--- config.mk ---
export PLATFORM = sky130hd
export DESIGN_NAME = pc_sequencer
export DESIGN_NICKNAME = d
export VERILOG_FILES = /design/src/rtl/pc_sequencer.sv
export SDC_FILE = /design/constraint.sdc
export NUM_CORES = 1
export LEC_CHECK = 0
export CAP_MARGIN = 5
export CORE_ASPECT_RATIO = 0.6
export CORE_MARGIN = 5
export CORE_UTILIZATION = 30
export DETAILED_ROUTE_END_ITERATION = 12
export GPL_TIMING_DRIVEN = 1
export SKIP_LAST_GASP = 1
export SYNTH_ARGS = -nofsm -noshare
export SYNTH_HDL_FRONTEND = slang
export SYNTH_SLANG_ARGS = --single-unit
--- constraint.sdc ---
create_clock -name clk -period 2.6 [get_ports clk]
set_input_delay 0.52 -clock clk [delete_from_list [all_inputs] [get_ports clk]]
set_output_delay 0.52 -clock clk [all_outputs]
set_load 0.1 [all_outputs]
--- src/rtl/pc_sequencer.sv ---
// Fetch-end PC sequencer: two-word vector boot, increment/redirect/stall, IF/ID strobes.
// Optional interrupt-vector entry is enabled by defining INTERRUPT_EN.
module pc_sequencer #(
  parameter int unsigned PC_WIDTH       = 32,
  parameter int unsigned RESET_VEC_ADDR = 0,
  parameter int unsigned INT_VEC_ADDR   = 2,
  parameter int unsigned FLUSH_SLOTS    = 1
) (
  input  logic                clk,
  input  logic                rst,
  input  logic [1:0]          pcSrc,
  input  logic                bubbleSignal,
  input  logic [PC_WIDTH-1:0] jumpTarget,
  input  logic                isLongInstr,
  input  logic [15:0]         imemData,
  input  logic                intr,
  output logic [PC_WIDTH-1:0] imemAddr,
  output logic [PC_WIDTH-1:0] pc,
  output logic                ifIdWrite,
  output logic                ifIdFlush,
  output logic [PC_WIDTH-1:0] retPc,
  output logic                intAck
);

  typedef enum logic [2:0] {
    BOOT_HI, BOOT_LO, RUN, INT_HI, INT_LO
  } state_t;

  localparam logic [PC_WIDTH-1:0] RST_HI_A =
    PC_WIDTH'(RESET_VEC_ADDR);
  localparam logic [PC_WIDTH-1:0] RST_LO_A =
    PC_WIDTH'(RESET_VEC_ADDR + 1);
  localparam logic [PC_WIDTH-1:0] INT_HI_A =
    PC_WIDTH'(INT_VEC_ADDR);
  localparam logic [PC_WIDTH-1:0] INT_LO_A =
    PC_WIDTH'(INT_VEC_ADDR + 1);
  localparam logic [1:0] FLUSH_CNT = 2'(FLUSH_SLOTS);

  state_t              state_q, state_d;
  logic [PC_WIDTH-1:0] pc_q, pc_d;
  logic [PC_WIDTH-1:0] ret_q, ret_d;
  logic [1:0]          cnt_q, cnt_d;

  logic                stall, jump, take_int;
  logic [PC_WIDTH-1:0] inc;

  // Stall and jump are kept mutually exclusive: a bubble wins over a redirect.
  assign stall = bubbleSignal | (pcSrc == 2'b10);
  assign jump  = ~bubbleSignal & (pcSrc == 2'b01);
  assign inc   = {{(PC_WIDTH-2){1'b0}}, isLongInstr, ~isLongInstr};

`ifdef INTERRUPT_EN
  assign take_int = intr & ~stall & ~jump & (cnt_q == 2'd0);
`else
  logic unused_intr;
  assign unused_intr = intr;
  assign take_int    = 1'b0;
`endif

  always_ff @(posedge clk or negedge rst) begin
    if (!rst) begin
      state_q <= BOOT_HI;
      pc_q    <= '0;
      ret_q   <= '0;
      cnt_q   <= 2'd0;
    end else begin
      state_q <= state_d;
      pc_q    <= pc_d;
      ret_q   <= ret_d;
      cnt_q   <= cnt_d;
    end
  end

  always_comb begin
    state_d = state_q;
    pc_d    = pc_q;
    ret_d   = ret_q;
    cnt_d   = (cnt_q != 2'd0) ? cnt_q - 2'd1 : cnt_q;
    unique case (state_q)
      BOOT_HI: begin
        pc_d[31:16] = imemData;
        state_d     = BOOT_LO;
      end
      BOOT_LO: begin
        pc_d[15:0] = imemData;
        state_d    = RUN;
      end
      RUN: begin
        unique case (1'b1)
          stall: ;
          jump: begin
            pc_d  = jumpTarget;
            cnt_d = FLUSH_CNT;
          end
          take_int: begin
            ret_d   = pc_q;
            state_d = INT_HI;
          end
          default: pc_d = pc_q + inc;
        endcase
      end
      INT_HI: begin
        pc_d[31:16] = imemData;
        state_d     = INT_LO;
      end
      INT_LO: begin
        pc_d[15:0] = imemData;
        state_d    = RUN;
      end
      default: state_d = BOOT_HI;
    endcase
  end

  always_comb begin
    imemAddr  = pc_q;
    ifIdWrite = 1'b1;
    ifIdFlush = 1'b1;
    intAck    = 1'b0;
    unique case (state_q)
      BOOT_HI: imemAddr = RST_HI_A;
      BOOT_LO: imemAddr = RST_LO_A;
      RUN: begin
        ifIdWrite = ~stall;
        ifIdFlush = jump | (cnt_q != 2'd0);
      end
      INT_HI: imemAddr = INT_HI_A;
      INT_LO: begin
        imemAddr = INT_LO_A;
        intAck   = 1'b1;
      end
      default: ;
    endcase
  end

  assign pc    = pc_q;
  assign retPc = ret_q;

endmodule

-- Yosys cells after proc, flatten, opt, wreduce, memory -nomap -nowiden
Index checks and enable logic that the tools add are counted.
W data, S select, Z words.
- register bits: 37
- latch bits: 0
- bits in writable memories: 0
- bits in read-only memories: 0
- bits of input ports: 55
- output and inout port bits: 99
- word-level logic and storage cells: 38
- memories kept: 0
- $add $sub $neg: 2
- multiply operators: 0
- div/mod/pow operators: 0
- magnitude comparators: 0
- eq/ne operators: 7
- shifts and indexed selects: 0
- multiplexer cells: 11
- bitwise gates (word level): 6
- reduce and logical (&&, ||, !) cells: 8
- operators with widths (cell ; count):
    $pmux W32 S4 ; 1
    $pmux W16 S2 ; 2
    $pmux W32 S2 ; 1
    $add A32 B2 Y32 ; 1
    $pmux W3 S4 ; 1
    $eq A3 B2 Y1 const B ; 2
    $mux W2 ; 3
    $reduce_bool A2 Y1 ; 3
    $reduce_and A2 Y1 ; 2
    $reduce_or A2 Y1 ; 2
    $eq A3 B1 Y1 const B ; 1
    $eq A3 B3 Y1 const B ; 1
    $logic_not A3 Y1 ; 1
    $mux W1 ; 3
    $not A1 Y1 ; 3
    $eq A2 B1 Y1 const B ; 1
    $eq A2 B2 Y1 const B ; 1
    $ne A2 B2 Y1 const B ; 1
    $or A1 B1 Y1 ; 2
    $sub A2 B1 Y2 const B ; 1
    $and A1 B1 Y1 ; 1

-- Depth between registers and ports, before layout
Gate-level depths: netlist (run 1).
- depth after elaboration: 4
- gate-level depth with buffers: 9
- gate-level depth less buffers: 9

-- Worst setup path before layout (run 1)
OpenSTA, ideal clock, no wires.
- path type: flip-flop to output port
- start: register pc_q[0] (netlist: pc[0])
- end: output imemAddr[0]
- arrival: 3.160 ns
- data required time: 2.080 ns
- path slack: -1.080 ns
- cell stages (with the launch flop): 3
- buffers on the path: 0
- cell sequence: dfrtp_1 inv_1 o21ai_0
- word-level cells in the longest chain between the ends: 1
- RTL lines (item ; RTL line ; RTL):
    start: declaration ; 40 ; logic [PC_WIDTH-1:0] pc_q, pc_d;
    start signal: assignment ; 68 ; pc_q <= pc_d;
    $pmux W32 S4 ; 119 ; unique case (state_q)
    end: declaration ; 17 ; output logic [PC_WIDTH-1:0] imemAddr,
No other way between the ends.

-- Worst setup path after layout (run 1)
- start: register state_q[0]
- end: output ifIdFlush
- word-level cells in the longest chain between the ends: 2
- RTL lines (item ; RTL line ; RTL):
    start: declaration ; 39 ; state_t state_q, state_d;
    start signal: assignment ; 67 ; state_q <= state_d;
    $eq A3 B2 Y1 ; 119 ;
    $mux W1 ; 119 ;
    end: declaration ; 20 ; output logic ifIdFlush,
No other way between the ends.

==> impl_metrics.ini, run 1 <==
[setup_path]
worstPathArrival_ns = 1.97
critPathLaunchType = flop
ff2ff_setup_slack_ns = 0.29
cp_max_fo = 11
slowest_delay_ns = 0.52
critPathCaptureType = output port
cpLargestDelayFamily = simple AND/OR/NAND/NOR gates
path_cells = or3b_4, or4_1, buf_12
required_ns = 2.08
critPathKind = flop to output port
path_buf_inv = 1
cp_slowest_cell = dfrtp_1

[hold_path]
hold_path.class = primary input to asynchronous set/reset pin

[power_and_ir_drop]
powerDensity_mw_per_mm2 = 956
switchingPower_mw = 2.84
combPwrFrac_pct = 68.5
p_seq_share_pct = 18.9
clockPowerShare_pct = 12.6
power.leakage_nw = 2.19
ir_drop_mv = 0.913
internal_power_mw = 2.01
swShare_pct = 58.5

[floorplanning]
die_h_um = 89.5
io_pins = 154
placementRows = 29
core_mm2 = 0.0104
die_w_um = 142
dieArea_mm2 = 0.0128
start_util_pct = 30.3

[grt]
grtUsageTotal_pct = 18.8
grt_pass1_wl_mm = 18.8
grt_pass1_vias = 3417
antenna_found_initial = 0
grt_max_degree = 29
grt_overflow_total = 0

[logic_synthesis]
ys_seq_elements = 37
synthArstFlopShare_pct = 100
syn_area_per_cell_um2 = 7.80
synthCells = 405
synth_warnings = 0
synth-edff-count = 0
synthesis.area_mm2 = 0.00316
synthDistinctLibCells = 57
seq_area_frac_synth_pct = 29.3
synth_top_flop_cell = dfrtp_1

[layout]
fin_util_pct = 48.8
fill_cells = 1013
register_area_um2 = 933
nNetsFinal = 596
multi_input_area_mm2 = 0.00207
drive_above_1_share_pct = 27.7
diodes = 0
area_delta_synth_final_pct = 60.8

[cts]
clk_latency_ns = 0.28
cts_tree = built
clk_pin_slew_ns = 0.06
numCtsBuffers = 5
h-tree-depth = 2
clockRootBuffer = clkbuf_16
clock_sinks = 37
cts_buffer_depth = 2

[timing]
hold_viol = 0
finalMaxSlewViolations = 0
timing.hold.ws_ns = 0.243
rsz0062_at_grt = false
period_share_pct = 95.8
period_needed_ns = 2.49
setup_viol = 0
worstMarginPinSlew_ns = 0.598
fmax_ghz = 0.401
finClkSkew_ns = 0.00983
slew_headroom_pct = 60.1

[route]
antenna_left = 0
via_per_inst = 5.27
first_pass_iters = 5
wirelength_mm = 12.2
wl_per_cell_um = 18.1
drc_errors = 0
drtIter0Drc = 297
num_vias = 3569

[place]
hpwl_mm = 9.68
io_buffers = 120
gp_congestion = 0.897

[flow_run]
cap_violations = 0

[run_status]
run_status = finished clean
power by group through the flow:
stage	Combinational [mW]	Sequential, mW	Clock [mW]
final	3.33	0.918	0.611
after global routing	3.44	0.952	0.640
after CTS	3.34	0.919	0.614
after detailed placement	3.33	0.927	0
after global placement	3.31	0.923	0
after floorplan	1.56	1.69	0
synth_stat cells (all sizes together) (2+ instances only):
library cell,instances,area [um^2]
nand2,42,158
buf,40,283
dfrtp,37,926
o21ai,34,170
nor2b,30,188
nor2,23,86.3
a21oi,22,110
clkbuf,17,63.8
nand3,16,80.1
inv,12,45.0
nand4,11,68.8
nor3,10,60.1
and3,9,56.3
a211oi,8,60.1
xnor2,8,70.1
and2,7,43.8
a22oi,6,45.0
xor2,6,52.6
a221o,5,50.1
o211ai,5,37.5
a31oi,4,25.0
and4,4,35.0
o221a,4,45.0
a222oi,3,30.0
mux2i,3,30.0
nor4,3,25.0
or3,3,18.8
a21o,2,15.0
a2bb2oi,2,17.5
a31o,2,17.5
ha,2,25.0
o22a,2,17.5
o22ai,2,12.5
o31ai,2,15.0
or3b,2,20.0
cells in the final DEF, fill, tap and decap left out, types with 4 or more instances in the layout:
cell              n
o21ai_0          30
buf_4            63
inv_1            11
xnor2_1           8
dfrtp_1          35
a211oi_1          8
o21ai_1           4
nand4_1          11
nand2_1          42
o221a_2           4
nor2b_1           7
conb_1           32
nand3_1          16
and2_1            7
a22oi_1           6
xor2_1            6
buf_12           36
clkbuf_16         5
a221o_1           5
and3_1            9
nor3_1            7
nor2b_2          23
nor2_1           23
clkdlybuf4s50_1  51
o211ai_1          5
a31oi_1           4
and4_1            4
a21oi_1          21
flip-flops by register name (all words and copies together) (netlist names):
| register | flops |
|---|---|
| state_q | 3 |
| pc | 32 |
| cnt_q | 2 |
cell families after synthesis:
group                      share of synthesized area [%]
AOI/OAI and AO/OA                                   24.1
xor gates and xnor gates                            3.88
adders and majority gates                           1.43
buffers and inverters                               12.4
DFF                                                 29.3
muxes                                              0.951
other                                              0.119
and+or+nand+nor                                     27.8
final timing paths:
path	end	depth (start not counted)	start
setup / recovery	ifIdFlush	3	state_q[0]$_DFFE_PN0P_
hold / removal	pc[31]$_DFFE_PN0P_	1	rst
setup reg to reg	pc[30]$_DFFE_PN0P_	9	pc[0]$_DFFE_PN0P_
hold reg to reg	cnt_q[0]$_DFF_PN0_	1	cnt_q[0]$_DFF_PN0_
max in group asynchronous	pc[3]$_DFFE_PN0P_	2	rst
min in group clk	cnt_q[0]$_DFF_PN0_	1	cnt_q[0]$_DFF_PN0_
what timing repair did:
item,in CTS,in global routing
setup buffers,3,0
hold buffers,0,0
resized for setup,3,0
endpoints found under the setup margin,8,0
per-layer routing:
layer | vias to the layer above | global-route usage, % | wire length [um]
li1 | 1663 | - | -
met1 | 1673 | 28.4 | 5820
met2 | 218 | 26.3 | 4980
met3 | 15 | 5.08 | 1310
met4 | 0 | 4.31 | 136
met5 | - | 0 | 0
through the flow:
step           total power, mW  instances  setup TNS (ns)  cell area (um^2)  setup slack, ns
6_report                  4.86        677               0              5080            0.108
5_1_grt                   5.03        677               0              5080           0.0125
4_1_cts                   4.87        677               0              5080            0.109
3_5_place_dp              4.26        667           -4.18              4910           -0.455
3_3_place_gp              4.24        667           -3.44              4910           -0.374
2_1_floorplan             3.25        436           -2.42              3370           -0.318
worst reg2reg max path, delay by kind of cell, from the launching register on:
| family | cells | cell delay (ns) |
|---|---|---|
| and+or+nand+nor | 3 | 0.59 |
| AOI/OAI and AO/OA | 2 | 0.47 |
| DFF | 1 | 0.44 |
| adders and majority gates | 2 | 0.47 |
| buffers and inverters | 2 | 0.23 |
final cells by class:
cell class	instances	area share [%]
Multi-Input combinational cell	330	40.7
Timing Repair Buffer	152	33.8
Sequential cell	37	18.4
Tap cell	139	3.42
Clock buffer	7	2.81
Inverter	12	0.887
(Power assumes the default switching activity.)
==> run 2, diff against run 1 <==
--- a/config.mk
+++ b/config.mk
@@ -8,9 +8,10 @@
 export CAP_MARGIN = 5
 export CORE_ASPECT_RATIO = 0.6
 export CORE_MARGIN = 5
-export CORE_UTILIZATION = 30
+export CORE_UTILIZATION = 45
 export DETAILED_ROUTE_END_ITERATION = 12
 export GPL_TIMING_DRIVEN = 1
+export PLACE_DENSITY = 0.88
 export SKIP_LAST_GASP = 1
 export SYNTH_ARGS = -nofsm -noshare
 export SYNTH_HDL_FRONTEND = slang
==> constraint.sdc (replaced) <==
create_clock -name clk -period 3.2 [get_ports clk]
set_input_delay 0.64 -clock clk [delete_from_list [all_inputs] [get_ports clk]]
set_output_delay 0.64 -clock clk [all_outputs]
set_load 0.1 [all_outputs]
==> run 2 against run 1 <==
Setup slack better by 0.17 ns. Largest power group unchanged. Power down 26%. Highest routed layer unchanged. Wire length down 6.6%.
==> impl_metrics.ini, run 2 (synthesized netlist as in run 1, its figures left out) <==
[run_status]
run_status = finished clean

[timing]
worstMarginPinSlew_ns = 0.837
slew_headroom_pct = 44.2
period_needed_ns = 2.92
period_share_pct = 91.3
timing.hold.ws_ns = 0.454
fmax_ghz = 0.342
setup_viol = 0
hold_viol = 0
setup-tns-final_ns = 0
rsz0062_at_grt = false
finClkSkew_ns = 0.00551
finalMaxSlewViolations = 0

[power_and_ir_drop]
powerDensity_mw_per_mm2 = 832
clockPowerShare_pct = 13.3
switchingPower_mw = 2.26
internal_power_mw = 1.34
ir_drop_mv = 1.06
combPwrFrac_pct = 65.8
swShare_pct = 62.8
power.leakage_nw = 1.90
power_mw = 3.60
p_seq_share_pct = 20.9

[grt]
grt_max_degree = 38
antenna_found_initial = 0
grtUsageTotal_pct = 24.9
grt_pass1_wl_mm = 17.5
grt_overflow_total = 0
grt_pass1_vias = 3444

[layout]
register_area_um2 = 926
nNetsFinal = 575
largest_reg_flops = 32
final_common_cell = buf_4
fin_util_pct = 64.0
fill_cells = 604
drive_above_1_share_pct = 19.1
diodes = 0
layout_common_cells = buf_4, clkdlybuf4s50_1, nand2_1, dfrtp_1, conb_1
area_delta_synth_final_pct = 37.0
multi_input_area_mm2 = 0.00197

[route]
num_vias = 3641
wirelength_mm = 11.4
wl_per_cell_um = 18.9
via_per_inst = 6.02
antenna_left = 0
drtIter0Drc = 390
first_pass_iters = 6
drc_errors = 0

[cts]
postCtsHoldBufs = 0
h-tree-depth = 2
clock_sinks = 37
cts_tree = built
cts_setup_buffers = 0
cts_resized = 0
clockRootBuffer = clkbuf_16
clk_latency_ns = 0.28
clk_pin_slew_ns = 0.06
cts_buffer_depth = 2
numCtsBuffers = 5

[flow_run]
cap_violations = 0

[floorplanning]
core_mm2 = 0.00676
placementRows = 23
die_h_um = 74.9
start_util_pct = 46.7
dieArea_mm2 = 0.00885
die_w_um = 118
io_pins = 154

[setup_path]
critPathKind = flop to output port
cpLargestDelayFamily = buffers and inverters
critPathLaunchType = flop
path_cells = nor2b_1, a21oi_2, buf_4, nor2b_1, buf_4
worstPathArrival_ns = 2.28
critPathCaptureType = output port
slowest_delay_ns = 0.58
path_buf_inv = 2
cp_max_fo = 17
required_ns = 2.56
cp_slowest_cell = dfrtp_1

[hold_path]
hold_path.class = primary input to asynchronous set/reset pin

[place]
io_buffers = 120
hpwl_mm = 8.73
gp_congestion = 0.989
==> run 2: worst register-to-register path: stages, from the launching register on <==
cell	delay, ns
dfrtp_1	0.41
ha_1	0.19
inv_1	0.06
fa_1	0.39
nand4b_1	0.26
nor4_2	0.18
buf_4	0.21
nand4_1	0.15
o221a_2	0.30
o22a_1	0.17
==> run 2: final cells by class <==
cell class              count  area share, %
multi-input cells         330           45.6
repair buffers            131           26.3
flip-flops and latches     37           21.4
clock buffers               8           3.15
well taps                  87           2.52
inverters                  12           1.04
==> run 2: routing by layer <==
layer,routed length [um],GRT usage (%),up-vias
li1,-,-,1640
met2,5040,38.5,259
met5,0,0,-
met1,4800,34.1,1718
met3,1410,7.51,24
met4,188,7.25,0
==> run 2: per-stage QoR <==
| step | worst slack, ns | std cells | area, um^2 |
|---|---|---|---|
| 3_5_place_dp | 0.0288 | 597 | 4190 |
| 5_1_grt | 0.106 | 605 | 4330 |
| 3_3_place_gp | 0.137 | 597 | 4190 |
| 6_report | 0.278 | 605 | 4330 |
| 2_1_floorplan | 0.0649 | 436 | 3280 |
| 4_1_cts | 0.249 | 605 | 4330 |
==> run 2: path summary, 6_finish.rpt <==
| path | startpoint | end | slack, ns | depth (start not counted) |
|---|---|---|---|---|
| max in group asynchronous | rst | pc[6]$_DFFE_PN0P_ | 2.20 | 1 |
| hold reg to reg | cnt_q[0]$_DFF_PN0_ | cnt_q[0]$_DFF_PN0_ | 0.48 | 1 |
| setup reg to reg | pc[0]$_DFFE_PN0P_ | pc[30]$_DFFE_PN0P_ | 0.78 | 9 |
| hold / removal | rst | pc[29]$_DFFE_PN0P_ | 0.45 | 1 |
| min in group clk | cnt_q[0]$_DFF_PN0_ | cnt_q[0]$_DFF_PN0_ | 0.48 | 1 |
| setup / recovery | state_q[0]$_DFFE_PN0P_ | imemAddr[11] | 0.28 | 5 |
==> run 2: power groups by stage <==
stage	Sequential, mW	Clock (mW)	Combinational (mW)
final	0.753	0.478	2.37
after CTS	0.744	0.474	2.37
after global routing	0.770	0.495	2.44
after detailed placement	0.750	0	2.37
after floorplan	1.37	0	1.24
after global placement	0.742	0	2.34
